<file path="src/rtl/centroid_accum_bank.sv">
// K-means per-centroid accumulator bank: sums classified points per centroid,
// counts members, then streams every entry to the divider and clears itself.

module accumulator_adder #(
  parameter int cordinate_width  = 13,
  parameter int accum_cord_width = 22,
  parameter int coord_num        = 7
) (
  input  logic [coord_num*cordinate_width-1:0]  point,
  input  logic [coord_num*accum_cord_width-1:0] accum_in,
  output logic [coord_num*accum_cord_width-1:0] accum_out
);

  // Independent per-coordinate lanes; wraparound is intended, no carry between lanes.
  for (genvar k = 0; k < coord_num; k++) begin : g_coord
    logic signed [cordinate_width-1:0]  c;
    logic signed [accum_cord_width-1:0] a;
    assign c = point[k*cordinate_width +: cordinate_width];
    assign a = accum_in[k*accum_cord_width +: accum_cord_width];
    assign accum_out[k*accum_cord_width +: accum_cord_width] = a + accum_cord_width'(c);
  end

endmodule

module centroid_accum_bank #(
  parameter int dataWidth        = 91,
  parameter int cordinate_width  = 13,
  parameter int accum_cord_width = 22,
  parameter int accum_width      = 154,
  parameter int centroid_num     = 8,
  parameter int count_width      = 10,
  parameter int idx_width        = 3
) (
  input  logic                   clk,
  input  logic                   rst,
  input  logic                   pt_valid,
  output logic                   pt_ready,
  input  logic [dataWidth-1:0]   pt_data,
  input  logic [idx_width-1:0]   pt_cent_idx,
  input  logic                   dump_req,
  output logic                   dump_valid,
  input  logic                   dump_ready,
  output logic [idx_width-1:0]   dump_idx,
  output logic [accum_width-1:0] dump_accum,
  output logic [count_width-1:0] dump_count,
  output logic                   dump_done,
  output logic                   cnt_sat,
  output logic                   idx_err
);

  localparam logic [0:0] S_ACC  = 1'b0;
  localparam logic [0:0] S_DUMP = 1'b1;
  localparam logic [count_width-1:0] CNT_MAX = '1;

  function automatic logic [count_width-1:0] sat_inc(input logic [count_width-1:0] c);
    return (c == CNT_MAX) ? CNT_MAX : c + 1'b1;
  endfunction

  function automatic logic in_range(input int i);
    return i < centroid_num;
  endfunction

  logic [0:0]             state;
  logic [accum_width-1:0] accum [centroid_num];
  logic [count_width-1:0] count [centroid_num];
  logic [accum_width-1:0] add_sum;
  logic                   pt_fire;
  logic                   idx_ok;
  logic                   dump_fire;
  logic                   last_entry;

  accumulator_adder #(
    .cordinate_width  (cordinate_width),
    .accum_cord_width (accum_cord_width),
    .coord_num        (7)
  ) u_adder (
    .point     (pt_data),
    .accum_in  (accum[pt_cent_idx]),
    .accum_out (add_sum)
  );

  assign pt_ready   = (state == S_ACC);
  assign dump_valid = (state == S_DUMP);
  assign pt_fire    = pt_valid & pt_ready;
  assign idx_ok     = in_range(int'(pt_cent_idx));
  assign dump_fire  = dump_valid & dump_ready;
  assign last_entry = (int'(dump_idx) == centroid_num - 1);

  // Readout is combinational from the bank; zero outside DUMP.
  assign dump_accum = dump_valid ? accum[dump_idx] : '0;
  assign dump_count = dump_valid ? count[dump_idx] : '0;

  always_ff @(posedge clk) begin
    if (rst) begin
      state     <= S_ACC;
      dump_idx  <= '0;
      dump_done <= 1'b0;
      cnt_sat   <= 1'b0;
      idx_err   <= 1'b0;
      for (int i = 0; i < centroid_num; i++) begin
        accum[i] <= '0;
        count[i] <= '0;
      end
    end else begin
      dump_done <= 1'b0;
      case (state)
        S_ACC: begin
          if (pt_fire) begin
            if (idx_ok) begin
              accum[pt_cent_idx] <= add_sum;
              count[pt_cent_idx] <= sat_inc(count[pt_cent_idx]);
              if (count[pt_cent_idx] == CNT_MAX) cnt_sat <= 1'b1;
            end else begin
              idx_err <= 1'b1;
            end
          end
          if (dump_req) begin
            state    <= S_DUMP;
            dump_idx <= '0;
          end
        end
        S_DUMP: begin
          if (dump_fire) begin
            if (last_entry) begin
              state     <= S_ACC;
              dump_idx  <= '0;
              dump_done <= 1'b1;
              cnt_sat   <= 1'b0;
              idx_err   <= 1'b0;
              for (int i = 0; i < centroid_num; i++) begin
                accum[i] <= '0;
                count[i] <= '0;
              end
            end else begin
              dump_idx <= dump_idx + 1'b1;
            end
          end
        end
        default: state <= S_ACC;
      endcase
    end
  end

endmodule

</file>
<file path="config.mk">
export PLATFORM = sky130hd
export DESIGN_NAME = centroid_accum_bank
export DESIGN_NICKNAME = d
export VERILOG_FILES = /design/src/rtl/centroid_accum_bank.sv
export SDC_FILE = /design/constraint.sdc
export NUM_CORES = 2
export LEC_CHECK = 0
export BUFFER_PORTS_ARGS = -buffer_cell sky130_fd_sc_hd__buf_2
export CAP_MARGIN = 20
export CORE_UTILIZATION = 35
export CTS_BUF_LIST = sky130_fd_sc_hd__clkbuf_4 sky130_fd_sc_hd__clkbuf_8
export DETAILED_ROUTE_END_ITERATION = 8
export PLACE_DENSITY_LB_ADDON = 0.15
export RECOVER_POWER = 25
export SLEW_MARGIN = 40
export SYNTH_ARGS = -nofsm -noshare
export SYNTH_HDL_FRONTEND = slang
export SYNTH_SLANG_ARGS = --single-unit
</file>
<file path="constraint.sdc">
create_clock -name clk -period 7.3 [get_ports clk]
set_clock_uncertainty 0.15 [all_clocks]
set_input_delay 0.73 -clock clk [delete_from_list [all_inputs] [get_ports clk]]
set_output_delay 0.73 -clock clk [all_outputs]
set_load 0.02 [all_outputs]
</file>
==> metrics.yaml <==
crit_arrival_ps: 6580
syn_avg_cell_area_um2: 12.5
drt-pass1-iter-count: 6
worst_pin_slew_ps: 3410
rrSetupSlack_ps: 1140
ys_seq_area_share_pct: 56.3
grt_max_degree: 118
outcome: "complete, but fails checks"
cp-end-kind: "flop"
placed_area_mm2: 0.0754
ctsResizeCount: 0
drc: 0
grt_antenna_before_repair: 7
p_int_mw: 13.5
nets: 6106
grt_pass1_vias: 52803
synth_edf_count: 1312
drt_iter0_drc: 5695
setup-violations-final: 0
p_leak_nw: 28.6
antenna_left: 0
finalHoldViolCount: 0
cts_max_path_buffers: 3
final_util_pct: 40.0
worst_setup_path_start_kind: "flop"
synth.area.top_cells: "edfxtp_1 56%, mux4_2 11%, nor2_1 8.0%"
cts_tree: "done"
layout-drive-gt1-share_pct: 20.0
path_clk_slew_ps: 60
switchingPower_mw: 5.66
synth_cells: 5619
seq_area_mm2: 0.0396
slowest_stage: "nand2_1"
worstPathCellList: "nor3b_1 -> buf_12 -> nand2_4 -> nand2_1 -> clkbuf_1"
yosys.area.top_type: "edfxtp_1"
seqPwrFrac_pct: 46.4
holdWs_ps: 237
wl_um: 268000
grt_pass1_wl_um: 382000
worst-path-max-fanout: 73
globalplace.congestion: 0.850
pwr-share-comb_pct: 16.9
setup_tns_ps: 0
vias_per_cell: 6.01
grt_util_all_layers_pct: 25.8
synth_top_area_share_pct: 56.1
min_period_ps: 6160
ios: 271
violations: "max-capacitance violations, max-slew violations"
cts_buffers: 228
vias: 52184
synth_nets: 5875
swShare_pct: 29.5
stdcell_area_mm2: 0.0799
setup.worst_path.class: "flop to flop"
fill_cells: 18971
wl_per_cell_um: 30.8
hold_path.class: "input port to flop"
htree_num_levels: 4
critPathBufInv: 2
clock_latency_ps: 990
cp_top_family: "simple AND/OR/NAND/NOR gates"
synth_cell_type_count: 87
area_growth_pct: 13.8
dp_hpwl_um: 154000
initial_core_util_pct: 35.2
min_period_over_period_pct: 84.4
die_y_um: 450
irDropWorstVdd_mv: 0.115
fp-row-count: 164
cts_root_buffer: "clkbuf_8"
synth-async-reset-ratio_pct: 0
fmax_ghz: 0.162
relSlewSlack_pct: -128
maxSlewViolCount: 498
cap_violations: 15
synthesis.area_mm2: 0.0702
synth_warnings: 0
final_common_cell: "nor2_1"
multi_input_area_mm2: 0.0291
final_cell_mix: "1484 x nor2_1, 1312 x edfxtp_1, 407 x a22oi_1"
die-area_mm2: 0.203
clkPwrFrac_pct: 36.7
ys_seq_elements: 1321
required_ps: 7720
die_w_um: 450
synth_ff_type: "edfxtp_1"
rsz0062_at_grt: "false"
port_buffers: 269
cpPeakStageDelay_ps: 2550
grt_remaining_overflow: 0
clock-sinks: 1321
p_per_area_mw_per_mm2: 240
core_mm2: 0.200
through the flow:
stage | power, mW | std cells | setup slack (ps)
2_1_floorplan | 11.1 | 5619 | 905
3_3_place_gp | 12.2 | 8265 | 1250
3_5_place_dp | 12.3 | 8270 | 1210
4_1_cts | 19.3 | 8682 | 2250
5_1_grt | 19.8 | 8686 | 946
6_report | 19.2 | 8686 | 1140
per-layer routing:
metal	GRT usage (%)	vias to the layer above	routed length [um]
met4	8.80	2	8590
met1	35.2	27135	113000
met5	0	-	14
met2	42.3	2454	127000
met3	3.45	454	18800
li1	-	22139	-
cell usage after synthesis (6+ instances only):
cell type	instances
and4_1	8
and2_1	9
nand2b_1	19
nor2_2	7
o22ai_1	9
a32oi_1	7
a22o_1	54
a21oi_1	118
a221o_1	8
o211ai_1	10
a31oi_1	18
inv_1	40
o31ai_1	6
dfxtp_1	9
a221oi_1	98
o21ai_0	87
mux2_2	33
o21bai_1	21
ha_1	150
nand2_1	105
a22oi_1	407
fa_1	7
nand4_1	82
buf_1	92
mux2i_1	206
nor3_1	21
buf_2	28
clkbuf_1	297
xnor2_1	60
o21a_1	18
and3_1	84
nor2_1	1488
nor2b_1	16
a211oi_1	14
edfxtp_1	1312
a21o_1	65
mux4_2	338
xor2_1	72
nand3_1	74
worst register-to-register path, cell delays in order (launching register included):
cell and delay (ps):
dfxtp_1 490, nor3b_1 420, buf_12 310, nand2_4 550, nand2_1 2550, clkbuf_1 1270
registers in the layout (all words and copies together) (netlist names), named ones only:
| signal | count |
|---|---|
| count | 80 |
| cnt_sat | 1 |
| dump_valid | 1 |
| dump_done | 1 |
| dump_idx | 3 |
| accum | 1232 |
layout make-up:
type	instances	share of cell area (%)
clock buffer	300	4.62
multi-input combinational	3829	36.4
timing repair buffer	427	3.96
tap	2656	4.16
clock inverter	108	1.11
sequential	1321	49.5
antenna	2	0.00626
inverter	43	0.218
power by group through the flow:
| stage | clock (mW) | sequential [mW] | combinational [mW] |
|---|---|---|---|
| after floorplan | 0 | 9.02 | 2.07 |
| after global placement | 0 | 9.03 | 3.20 |
| after detailed placement | 0 | 9.03 | 3.22 |
| after CTS | 7.15 | 8.88 | 3.23 |
| after global routing | 7.44 | 8.92 | 3.47 |
| final | 7.04 | 8.89 | 3.24 |
final timing paths:
check,startpoint,endpoint,cells after the start
min reg2reg,dump_idx[1]$_SDFFE_PP0P_,dump_idx[1]$_SDFFE_PP0P_,2
max reg2reg,dump_valid$_SDFF_PP0_,accum[6][151]$_SDFFCE_PN0P_,5
min,pt_data[78],accum[2][132]$_SDFFCE_PN0P_,3
max,dump_valid$_SDFF_PP0_,accum[6][151]$_SDFFCE_PN0P_,5
repair_timing:
action | in CTS | in global routing
hold endpoints to repair | 8 | 0
hold buffers | 4 | 0
setup buffers | 0 | 0
cells by family (layout without fill, tap and decap cells):
logic type,Yosys count,count (layout),synth area share [%]
XOR/XNOR,136,136,1.74
AND/OR/NAND/NOR,1949,1949,11.6
adder cells (fa/ha/maj),157,157,2.87
buffers and inverters,469,878,2.62
multiplexers,579,579,14.3
flip-flops,1321,1321,56.3
other,1,3,0.00534
AO/OA/AOI/OAI,1007,1007,10.5
Power figures use the tool's default switching activity.
